$ cat src/rtl/pong_match_ctrl.sv
// Match sequencer for a one-player pong game: start, centre, serve countdown,
// rally, scoring, post-point pause and game-over handling.
module pong_match_ctrl #(
  parameter int WIN_SCORE    = 7,
  parameter int SERVE_FRAMES = 60,
  parameter int PAUSE_FRAMES = 90
) (
  input  logic       clk_0,
  input  logic       rst,
  input  logic       start_btn,
  input  logic       frame_tick,
  input  logic       miss_left,
  input  logic       miss_right,
  output logic       reset_game,
  output logic       serve,
  output logic       serve_dir,
  output logic       sq_missed,
  output logic [3:0] score_p,
  output logic [3:0] score_ai,
  output logic       game_over,
  output logic       winner,
  output logic [2:0] state
);

  localparam int MAX_FRAMES = (SERVE_FRAMES > PAUSE_FRAMES) ? SERVE_FRAMES : PAUSE_FRAMES;
  localparam int CW = $clog2(MAX_FRAMES + 1);
  localparam logic [CW-1:0] SERVE_CNT = CW'(SERVE_FRAMES);
  localparam logic [CW-1:0] PAUSE_CNT = CW'(PAUSE_FRAMES);
  localparam logic [3:0]    WIN_CNT   = 4'(WIN_SCORE);

  typedef enum logic [2:0] {
    S_IDLE       = 3'd0,
    S_CENTRE     = 3'd1,
    S_SERVE_WAIT = 3'd2,
    S_RALLY      = 3'd3,
    S_POINT      = 3'd4,
    S_OVER       = 3'd5
  } state_t;

  state_t        cur, nxt;
  logic [CW-1:0] cnt, cnt_nxt, cnt_inc;
  logic          start_prev, start_det;
  logic [3:0]    sp_nxt, sa_nxt, sp_inc, sa_inc;
  logic          dir_nxt, missed_nxt, win_nxt, serve_nxt, rg_nxt, go_nxt;

  assign state = cur;

  // Next-state and next-output computation; every output is registered below.
  always_comb begin
    start_det  = start_btn & ~start_prev;
    cnt_inc    = cnt + CW'(1'b1);
    sp_inc     = score_p + 4'd1;
    sa_inc     = score_ai + 4'd1;
    nxt        = cur;
    cnt_nxt    = cnt;
    sp_nxt     = score_p;
    sa_nxt     = score_ai;
    dir_nxt    = serve_dir;
    missed_nxt = 1'b0;
    win_nxt    = winner;
    case (cur)
      S_IDLE, S_OVER: begin
        if (start_det) begin
          nxt     = S_CENTRE;
          sp_nxt  = 4'd0;
          sa_nxt  = 4'd0;
          win_nxt = 1'b0;
        end else begin
          nxt = cur;
        end
      end
      S_CENTRE: begin
        nxt     = S_SERVE_WAIT;
        cnt_nxt = {CW{1'b0}};
      end
      S_SERVE_WAIT: begin
        if (frame_tick) begin
          cnt_nxt = cnt_inc;
          nxt     = (cnt_inc == SERVE_CNT) ? S_RALLY : S_SERVE_WAIT;
        end else begin
          nxt = S_SERVE_WAIT;
        end
      end
      S_RALLY: begin
        // miss_left has priority when both edges report a miss together
        if (miss_left) begin
          sa_nxt     = sa_inc;
          missed_nxt = 1'b1;
          dir_nxt    = 1'b0;
          cnt_nxt    = {CW{1'b0}};
          if (sa_inc == WIN_CNT) begin
            nxt     = S_OVER;
            win_nxt = 1'b1;
          end else begin
            nxt = S_POINT;
          end
        end else if (miss_right) begin
          sp_nxt     = sp_inc;
          missed_nxt = 1'b1;
          dir_nxt    = 1'b1;
          cnt_nxt    = {CW{1'b0}};
          if (sp_inc == WIN_CNT) begin
            nxt     = S_OVER;
            win_nxt = 1'b0;
          end else begin
            nxt = S_POINT;
          end
        end else begin
          nxt = S_RALLY;
        end
      end
      S_POINT: begin
        if (frame_tick) begin
          cnt_nxt = cnt_inc;
          nxt     = (cnt_inc == PAUSE_CNT) ? S_CENTRE : S_POINT;
        end else begin
          nxt = S_POINT;
        end
      end
      default: begin
        nxt = S_IDLE;
      end
    endcase
    serve_nxt = (nxt == S_RALLY) && (cur != S_RALLY);
    rg_nxt    = !((nxt == S_RALLY) || (nxt == S_POINT));
    go_nxt    = (nxt == S_OVER);
  end

  // State, counter and output registers with synchronous reset.
  always_ff @(posedge clk_0) begin
    if (rst) begin
      cur        <= S_IDLE;
      cnt        <= {CW{1'b0}};
      start_prev <= 1'b1;
      score_p    <= 4'd0;
      score_ai   <= 4'd0;
      serve      <= 1'b0;
      sq_missed  <= 1'b0;
      reset_game <= 1'b1;
      game_over  <= 1'b0;
      winner     <= 1'b0;
      serve_dir  <= 1'b1;
    end else begin
      cur        <= nxt;
      cnt        <= cnt_nxt;
      start_prev <= start_btn;
      score_p    <= sp_nxt;
      score_ai   <= sa_nxt;
      serve      <= serve_nxt;
      sq_missed  <= missed_nxt;
      reset_game <= rg_nxt;
      game_over  <= go_nxt;
      winner     <= win_nxt;
      serve_dir  <= dir_nxt;
    end
  end

endmodule

$ cat config.mk
export PLATFORM = sky130hd
export DESIGN_NAME = pong_match_ctrl
export DESIGN_NICKNAME = d
export VERILOG_FILES = /design/src/rtl/pong_match_ctrl.sv
export SDC_FILE = /design/constraint.sdc
export NUM_CORES = 1
export LEC_CHECK = 0
export CORE_MARGIN = 4
export CORE_UTILIZATION = 52
export DETAILED_ROUTE_END_ITERATION = 16
export GPL_TIMING_DRIVEN = 0
export HOLD_SLACK_MARGIN = 0.06
export PLACE_DENSITY = 0.83
export REMOVE_ABC_BUFFERS = 1
export SLEW_MARGIN = 25
export SYNTH_ARGS = -nofsm -noshare
export SYNTH_HDL_FRONTEND = slang
export SYNTH_SLANG_ARGS = --single-unit
$ cat constraint.sdc
create_clock -name clk_0 -period 2.59 [get_ports clk_0]
set_input_delay 0.259 -clock clk_0 [delete_from_list [all_inputs] [get_ports clk_0]]
set_output_delay 0.259 -clock clk_0 [all_outputs]
set_load 0.01 [all_outputs]
* Word level (Yosys, flattened, before mapping) *
Index checks and enable logic that the tools add are counted.

cells by class
  mux-type cells = 30
  reduce and logical (&&, ||, !) cells = 15
  equality and inequality tests = 21
  add/sub/neg operators = 3
  bitwise logic cells = 3
  $lt $le $gt $ge = 0
  multiply operators = 0
  shifts and indexed selects = 0
  divide/modulo/power cells = 0

operators by type and width
  kind                                                              count
  7-bit 2-to-1 mux                                                  3
  7-bit case mux with 3 select lines                                1
  4-bit 2-to-1 mux                                                  4
  4-bit case mux with 2 select lines                                2
  3-bit 2-to-1 mux                                                  5
  3-bit case mux with 5 select lines                                1
  1-bit 2-to-1 mux                                                  13
  3-bit == test (second input constant)                             4
  3-bit by 2-bit == test with 1-bit output (second input constant)  3
  3-bit != test (second input constant)                             3
  4-bit by 1-bit adder with 4-bit output (second input constant)    2
  4-bit by 3-bit == test with 1-bit output (second input constant)  2
  2-bit != test (second input constant)                             4
  7-bit by 1-bit adder with 7-bit output (second input constant)    1
  7-bit by 6-bit == test with 1-bit output (second input constant)  1
  7-bit == test (second input constant)                             1
  3-bit AND reduction                                               2
  2-bit OR reduction                                                3
  5-bit AND reduction                                               1
  4-bit AND reduction                                               1
  2-bit nonzero test                                                2
  3-bit by 1-bit == test with 1-bit output (second input constant)  1
  3-bit logical NOT                                                 1
  3-bit by 2-bit != test with 1-bit output (second input constant)  1
  other kinds (9)                                                   10

word-level totals
  memories = 0
  bits in read-only memories = 0
  bits in latches = 0
  memory bits (writable) = 0
  output and inout port bits = 17
  register bits = 25
  input port bits = 6

* Logic depth before layout (Yosys ltp) *
  depth after elaboration = 9
  mapped depth = 8

* Least setup slack after synthesis *
No wires, ideal clock.

  path type = register to register
  start = register score_ai[0]
  end = register serve
  data required time = 2.502 ns
  slack = 0.644 ns
  stages on the path, launching flop included = 8
  library setup time = 0.088 ns
  period minus slack after synthesis = 1.946 ns
  data arrival time = 1.858 ns
  path through = dfxtp_1 ha_1 nor2b_1 a21oi_1 o311a_1 a311o_1 o311a_4 nor4_4

between the ends
  longest elaborated chain between the ends = 7

ends and longest elaborated chain
  what                                      RTL line  text
  from (decl)                               19        output logic [3:0] score_ai,
  from (signal assigned)                    148       score_ai <= sa_nxt;
  4-bit by 1-bit adder with 4-bit output    53        sa_inc = score_ai + 4'd1;
  4-bit by 3-bit == test with 1-bit output  91        if (sa_inc == WIN_CNT) begin
  1-bit 2-to-1 mux                          91
  3-bit 2-to-1 mux                          86        if (miss_left) begin
  3-bit case mux with 5 select lines        61        case (cur)
  3-bit by 2-bit == test with 1-bit output  124       serve_nxt = (nxt == S_RALLY) && (cur != S_RALLY);
  1-bit logical AND                         124
  to (signal assigned)                      149       serve <= serve_nxt;
  to (decl)                                 15        output logic serve,

Every way passes these cells.
A chain may end at the register's enable or synchronous reset.

* Final worst setup path *
  start = register cnt[0]
  end = register serve

between the ends
  longest elaborated chain between the ends = 7

ends and longest elaborated chain
  what                                                                              RTL line  text
  from (decl)                                                                       41        logic [CW-1:0] cnt, cnt_nxt, cnt_inc;
  from (signal assigned)                                                            133       cnt <= {CW{1'b0}};
  from (signal assigned)                                                            145       cnt <= cnt_nxt;
  7-bit by 1-bit adder with 7-bit output (*)                                        51        cnt_inc = cnt + CW'(1'b1);
  7-bit == test / 7-bit by 6-bit == test with 1-bit output (equally long branches)  115, 79
  3-bit 2-to-1 mux / 1-bit 2-to-1 mux (equally long branches)                       115, 79
  3-bit 2-to-1 mux / 1-bit 2-to-1 mux (equally long branches)                       113, 77
  3-bit case mux with 5 select lines (*)                                            61
  3-bit by 2-bit == test with 1-bit output (*)                                      124
  1-bit logical AND (*)                                                             124

Mark *: on every way between the ends. The rest lies on a longest branch, timed or not.

==> impl_results.md <==
- Final worst slack: 0.434 ns
- I/O pins: 23
- Status: complete, no violations
- Die H: between 60 and 70 um
- DP Area: between 0.0015 and 0.002 mm^2
- CTS Buf Count: 3
- Worst-skew pair later-pin latency: roughly 0.32 ns
- # clock sinks: 25
- Synth area leader: dfxtp_1
- Total power: around 0.61 mW
- Via count: between 1,000 and 1,500
- Ant diodes: 0
- Post-synth EDFFs: 0
- Vias in the first global route: around 1,200
- GRT Residual Overflow: 0
- Worst hold path type: reg2reg
- Comb pwr share: under 10%
- Startpoint types: flop
- Ys flop type: dfxtp_1
- Area growth syn-to-layout: 18.4%
- Crit path capture type: flop
- MaxCap Viol Count: 0
- Placement Setup Slack: between 0.4 and 0.5 ns
- First-pass GRT wire length: roughly 5300 um
- Yosys cell types: 39
- Number of routed nets with antenna violations: 0
- Crit-path max FO: 7
- Global Route Usage Sum: between 10% and 20%
- Fin. Hold Viols: 0
- Period utilisation layout: between 80% and 90%
- Nets: between 200 and 250
- Die span in x: between 60 and 70 um
- Register Area: roughly 500 um^2
- Slew HR: 45.2%
- Worst EP required: 2.83 ns
- I/O Buffers: 22
- Arrival time at the worst endpoint: 2.39 ns
- Final Cell Area: 0.00167 mm^2
- Layout cells sized above 1: under 10%
- Fillcell total: between 200 and 250
- Synth Register Bits: 25
- Cell area after synthesis: approximately 0.0014 mm^2
- Max Freq: around 460 MHz
- Multi-input gate area: 847 um^2
- Hold Path Stages: 1
- Root Driver: clkbuf_4
- DIE AREA: 0.00361 mm^2
- Sum of negative setup slack: 0 ns
- PostCTS Resize Cnt: 0
- Htree depth: 1
- Top-area cell type share of the netlist area: approximately 35%
- Clock transition at path regs: 0.13 ns
- Setup-failing EPs final: 0
- Avg Cell Area, Syn: 8.07 um^2
- Effective utilization at floorplan: 55.5%
- CORE AREA: 0.00254 mm^2
- Vias per inst: between 5 and 6
- DRC: 0
- Pin count of the biggest net entering global routing: 22
- Drt total wl: around 3100 um
- Mapped Cells: about 180
- WL/cell: 13.9 um
- Clock buffer depth: 2
- TritonRoute pass-1 iters: 4
- Sw Pwr: 0.143 mW
- Clock Skews: approximately 0.006 ns
- Clock power share: ~28%
- Top cells by area, synth: dfxtp_1 35%, a21oi_1 7.4%, nor2_1 7.4%
- RSZ-0062 raised after global routing: no
- Most frequent cells in the layout: 28 x nor2_1, 25 x dfxtp_1, 22 x clkdlybuf4s50_1, 21 x a21oi_1, 12 x o21ai_0
- Cts hold-fix bufs: 0
- Rows: 18
- Slew Limit Fails: 0
- Post-CTS Setup Inserts: 0
- Yosys warnings: 0
- Most common cell after layout, fill and taps aside: nor2_1
- Async S/R FF share, synth: 0%
- Sw Share: 23.5%
- Slew @ Worst Pin: 0.819 ns
- Worst setup path category: reg2reg
- GPL Wtd Cong: slightly above 0.8
- PD cells: about 360 mW/mm^2
- Maximum vdd drop: roughly 0.25 mV
- CTS tree: done
- Worst reg-to-reg path cell count: 7
- Final design utilization: 65.7%
- Register area share after synthesis: between 30% and 40%
- Pint: around 0.47 mW
- Min Tclk post-route: between 2 and 2.5 ns
- DR iter-0 viols: 71
- Initial antenna violation count: 0
- Part of the power in registers: around 64%
- Post-DP HPWL: around 2300 um
- Lkg Pwr: 0.651 nW
[cell type report]
| cell class | count | area share, % |
|---|---|---|
| multi-input combinational | 134 | 50.6 |
| clock buffer | 4 | 1.57 |
| sequential | 25 | 29.9 |
| tap | 30 | 2.24 |
| inverter | 11 | 2.47 |
| timing repair buffer | 22 | 13.2 |
[through the flow]
step | cells | hold WS (ns)
2_1_floorplan | 170 | 0.328
3_5_place_dp | 222 | 0.499
4_1_cts | 226 | 0.530
5_1_grt | 226 | 0.528
3_3_place_gp | 222 | 0.484
6_report | 226 | 0.527
[layer usage]
| layer | vias up | GRT usage [%] | routed length [um] |
|---|---|---|---|
| met1 | 615 | 23.3 | 1350 |
| li1 | 660 | - | - |
| met2 | 47 | 32.6 | 1540 |
| met5 | - | 0 | 0 |
| met3 | 6 | 2.81 | 190 |
| met4 | 0 | 8.23 | 48 |
[power by group through the flow]
stage / sequential, mW / combinational (mW) / clock (mW)
final: 0.392 / 0.0437 / 0.173
after global routing: 0.393 / 0.0484 / 0.192
after CTS: 0.392 / 0.0436 / 0.177
after detailed placement: 0.401 / 0.0434 / 0
after global placement: 0.400 / 0.0428 / 0
after floorplan: 0.400 / 0.0201 / 0
[state kept, by name, indices dropped and copies added (netlist names)]
signal / flops
cnt: 7
score_ai: 4
score_p: 4
state: 3
game_over: 1
reset_game: 1
serve: 1
serve_dir: 1
sq_missed: 1
start_prev: 1
winner: 1
[critical path, cell delays in order (launching register included)]
cell       delay, ns
dfxtp_1         0.47
ha_1            0.29
and3_4          0.24
xor2_2          0.12
and4_1          0.24
nand4bb_1       0.15
o311a_4         0.36
nor4_4          0.20
[cell families (layout without fill, tap and decap cells)]
logic type | count (synthesis) | in the layout | synth area share [%]
compound gates | 43 | 43 | 18.6
xor+xnor | 8 | 8 | 5.49
fa+ha+maj | 7 | 7 | 6.20
buf+inv | 16 | 37 | 4.61
flops | 25 | 25 | 35.4
mux | 1 | 1 | 0.709
simple gates | 75 | 75 | 29.0
[path summary, 6_finish.rpt]
check,from,to,slack [ns]
min reg2reg,winner$_SDFFE_PP0P_,winner$_SDFFE_PP0P_,0.53
min,winner$_SDFFE_PP0P_,winner$_SDFFE_PP0P_,0.53
max,cnt[0]$_SDFFE_PP0P_,serve$_SDFF_PP0_,0.43
max reg2reg,cnt[0]$_SDFFE_PP0P_,serve$_SDFF_PP0_,0.43
[cell usage after synthesis, types with 2 or more instances]
cell type / instances
nor2_1: 28
dfxtp_1: 25
a21oi_1: 21
o21ai_0: 12
inv_1: 11
ha_1: 7
nand2_1: 7
nor3_1: 7
nand3_1: 5
xor2_1: 5
nand3b_1: 4
and3_1: 3
nand2b_1: 3
nor2b_1: 3
or3_1: 3
a31oi_1: 2
and2_1: 2
and3_4: 2
and4_1: 2
clkbuf_1: 2
nand4_1: 2
xnor2_1: 2
Note: power is estimated with default switching activity, not from simulation.
